<file path="src/rtl/sha_compre.sv">
// One SHA-256 compression round: combines a..h with K_t and W_t and registers
// the next working variables. There is no control logic and no state besides the output registers.
module sha_compre (
  input  logic        clk,
  input  logic        rst,
  input  logic [31:0] ckey,
  input  logic [31:0] warray,
  input  logic [31:0] ain,
  input  logic [31:0] bin,
  input  logic [31:0] cin,
  input  logic [31:0] din,
  input  logic [31:0] ein,
  input  logic [31:0] fin,
  input  logic [31:0] gin,
  input  logic [31:0] hin,
  output logic [31:0] aout,
  output logic [31:0] bout,
  output logic [31:0] cout,
  output logic [31:0] dout,
  output logic [31:0] eout,
  output logic [31:0] fout,
  output logic [31:0] gout,
  output logic [31:0] hout
);

  function automatic logic [31:0] rotr(input logic [31:0] x, input int unsigned n);
    rotr = (x >> n) | (x << (32 - n));
  endfunction

  logic [31:0] sum1;
  logic [31:0] choose;
  logic [31:0] sum0;
  logic [31:0] major;
  logic [31:0] temp1;
  logic [31:0] temp2;

  // Round function terms; every 32-bit add wraps, so carries out of bit 31 are dropped
  always_comb begin
    sum1   = rotr(ein, 6) ^ rotr(ein, 11) ^ rotr(ein, 25);
    choose = (ein & fin) ^ (~ein & gin);
    sum0   = rotr(ain, 2) ^ rotr(ain, 13) ^ rotr(ain, 22);
    major  = (ain & bin) ^ (ain & cin) ^ (bin & cin);
    temp1  = hin + sum1 + choose + ckey + warray;
    temp2  = sum0 + major;
  end

  always_ff @(posedge clk or negedge rst) begin
    if (!rst) begin
      aout <= 32'h0;
      bout <= 32'h0;
      cout <= 32'h0;
      dout <= 32'h0;
      eout <= 32'h0;
      fout <= 32'h0;
      gout <= 32'h0;
      hout <= 32'h0;
    end else begin
      aout <= temp1 + temp2;
      bout <= ain;
      cout <= bin;
      dout <= cin;
      eout <= din + temp1;
      fout <= ein;
      gout <= fin;
      hout <= gin;
    end
  end

endmodule

</file>
<file path="config.mk">
export PLATFORM = sky130hd
export DESIGN_NAME = sha_compre
export DESIGN_NICKNAME = d
export VERILOG_FILES = /design/src/rtl/sha_compre.sv
export SDC_FILE = /design/constraint.sdc
export NUM_CORES = 1
export LEC_CHECK = 0
export ABC_AREA = 1
export BUFFER_PORTS_ARGS = -buffer_cell sky130_fd_sc_hd__buf_4
export CAP_MARGIN = 20
export CORE_AREA = 2 2 227 229
export DETAILED_ROUTE_END_ITERATION = 6
export DIE_AREA = 0 0 229 231
export SETUP_SLACK_MARGIN = 0.2
export SYNTH_ARGS = -nofsm -noshare
export SYNTH_HDL_FRONTEND = slang
export SYNTH_SLANG_ARGS = --single-unit
</file>
<file path="constraint.sdc">
create_clock -name clk -period 0.8 [get_ports clk]
set_input_delay 0.04 -clock clk [delete_from_list [all_inputs] [get_ports clk]]
set_output_delay 0.04 -clock clk [all_outputs]
set_load 0.02 [all_outputs]
</file>
==> results.toml <==
[yosys]
synth-async-reset-ratio_pct = 100.0
synth_warnings = 0
synth.distinct_cells = 48
count_of_mapped_cells_out_of_synthesis = 1893
synth_seq_area_share_pct = 36.64
yosys.area.top_type_share_pct = 36.64
synthFlopType = "sky130_fd_sc_hd__dfrtp_1"
postSynthRegisterBits = 256
synth.avg_cell_area_um2 = 9.235
mappedNetlistArea_um2 = 17480
syn_nets = 2433
synth.area.top_cells = "sky130_fd_sc_hd__dfrtp_1 (37%), sky130_fd_sc_hd__fa_1 (14%), sky130_fd_sc_hd__inv_1 (8.3%)"
synth_largest_area_cell = "sky130_fd_sc_hd__dfrtp_1"
synth-edff-count = 0

[routing]
finalWirelength_um = 81220
drt_pass1_iterations = 5
vias_per_cell = 4.623
ant_nets = 0
detail_route.iter0.violations = 946
detail_route.drc_violations = 0
wl_per_cell_um = 20.57
vias = 18260

[grt]
first_global_vias = 20050
grtUsageTotal_pct = 29.65
grt_pass1_wl_um = 118700
number_of_antenna_violations_at_the_first_check_in_global_routing = 1
grt_max_degree = 54
grt.overflow.total = 0

[setup_path]
critical_path.most_common_cell = "sky130_fd_sc_hd__inv_2"
crit_type = "input pin to flip-flop"
cp_data_required_time_ns = 1.30
slowest_stage = "sky130_fd_sc_hd__fa_1"
critical_path_buf_inv_count = 11
slowest_delay_ns = 0.58
setup.worst_path.start_class = "input pin"
cp_max_fo = 3
worst_setup_path_startpoint = "warray[10]"
critical_path_data_arrival_time_ns = 5.08
worstSetupEndpointType = "flip-flop"
cp_top_family = "adder cells"

[min_path]
min_delay_path_depth = 2
hold_path.startpoint = "din[0]"
worstHoldEndpoint = "eout[0]$_DFF_PN0_"
hp-class = "input pin to flip-flop"

[placed_design]
globalplace.congestion = 0.9402
detail_placement_hpwl_um = 63460
placement.io_buffers = 577

[flow_run]
drv.max_cap_violation_count = 0

[final_layout]
antenna-diode-count = 0
post_route_cells_drive_above_1_share_pct = 54.67
fraction_of_the_core_area_covered_by_cells_at_the_end_of_the_flow_pct = 68.98
synthesis_to_layout_area_growth_pct = 99.98
final_net_count = 3786

[timing]
final.period_utilization_pct = 572.9
rsz0062_at_grt = "true"
setup_viol = 568
max-slew-margin-rel_pct = 33.13
f_max_mhz = 218.2
slew_violations = 0
worst-slew-pin-transition_ns = 0.9998
timing.setup.tns_ns = -327.66
timing_hold_violations_final = 19
finalWorstSetupSlack_ns = -3.783
timing.final.crit_period_ns = 4.583
finalHoldWorstSlack_ns = -0.3197

[clocking]
cts_buffers = 29
tritoncts_clock_tree = "done"
htree_levels = 1
clk_transition_reported_paths_ns = 0.06
clock_path_buffers = 3
postCtsHoldBufs = 194
clk_root_buffer_cell = "sky130_fd_sc_hd__clkbuf_16"
cts_sinks = 256

[status]
outcome = "finished, violations left"
failed_checks = "hold timing, setup timing"

[floorplan]
dieWidth_um = 229
dieArea_um2 = 52900
core_area_um2 = 50680
initial_utilization_pct = 34.50
die-height_um = 231
io_pins = 578
placement_rows = 83
[state kept, by name, summed over array words and instances, names as in the netlist]
register / count
eout: 32
cout: 32
aout: 32
gout: 32
dout: 32
bout: 32
fout: 32
hout: 32
[routing by layer]
metal / vias to the layer above / GRT usage [%] / wire length [um]
met2: 568 / 53.78 / 41650
met1: 9014 / 36.11 / 32660
li1: 8559 / - / -
met5: - / 0 / 0
met3: 115 / 5.126 / 4385
met4: 0 / 8.300 / 2525
[Yosys cell counts, drive strengths merged (3+ instances only)]
cell      n
clkbuf   20
nor3     16
maj3     20
a21oi   121
o221ai    3
o21ai    56
mux2i    20
mux2      4
and3      3
xnor2    95
nor2     94
xor2    108
nand4    14
ha       93
a21boi    6
inv     386
nand3b    3
a21o     16
a31oi     3
o21bai   21
nand3    58
o21a      5
nand2   332
dfrtp   256
nor4      3
fa      125
[worst max path at each step]
stage,to,slack [ns],cells after the start
2_1_floorplan,aout[24]$_DFF_PN0_,-3.80,25
3_3_place_gp,aout[30]$_DFF_PN0_,-4.77,25
3_5_place_dp,aout[30]$_DFF_PN0_,-4.72,25
4_1_cts,aout[29]$_DFF_PN0_,-3.71,26
5_1_grt,aout[25]$_DFF_PN0_,-3.96,29
6_report,aout[31]$_DFF_PN0_,-3.78,32
[final cells by class]
type / instances / area [um2]
fillers: 3796 / 15720
well taps: 680 / 850.8
clock buffers: 36 / 802.0
repair buffers: 1344 / 12100
flip-flops and latches: 256 / 6409
multi-input cells: 1229 / 13130
inverters: 386 / 1473
clock inverters: 18 / 198.9
[layout by cell type, fill, tap and decap left out, drive strengths merged, types with 3 or more instances in the layout]
cell type	netlist	layout
mux2i	20	20
nand4	14	14
xnor2	95	95
dlygate4sd3	0	194
nand3b	3	3
mux2	4	4
xor2	108	108
clkinv	0	8
a21boi	6	6
o21ai	56	56
and3	3	3
clkinvlp	0	6
o21bai	21	21
inv	386	387
dfrtp	256	256
buf	2	1150
bufinv	0	3
a31oi	3	3
clkbuf	20	36
o221ai	3	3
nand2	332	332
fa	125	125
nor3	16	16
maj3	20	20
nor4	3	3
ha	93	93
nor2	94	94
nand3	58	58
o21a	5	5
a21o	16	16
a21oi	121	121
[cell families (layout without fill, tap and decap cells)]
family,Yosys count,in the layout,share of synthesized area (%)
fa+ha+maj,238,238,22.12
simple gates,528,528,12.78
flops,256,256,36.64
mux,24,24,1.403
compound gates,236,236,8.081
xor+xnor,203,203,10.17
buf+inv,408,1784,8.810
[stage by stage]
step / cell area (um2) / std cells / setup WS, ns
5_1_grt: 34960 / 3949 / -3.958
2_1_floorplan: 18290 / 1893 / -3.798
4_1_cts: 33400 / 3896 / -3.707
3_5_place_dp: 26930 / 3593 / -4.724
3_3_place_gp: 26930 / 3593 / -4.773
6_report: 34960 / 3949 / -3.783
[timing repair]
action | 4_1_cts | 5_1_grt
pin swaps | 213 | 188
resized for setup | 730 | 268
setup buffers | 55 | 53
endpoints found under the setup margin | 320 | 576
endpoints found under the hold margin | 475 | 19
Power is left out: the tool's default activity adds up to more than one toggle a clock period on the data nets, which glitch-free logic cannot reach.
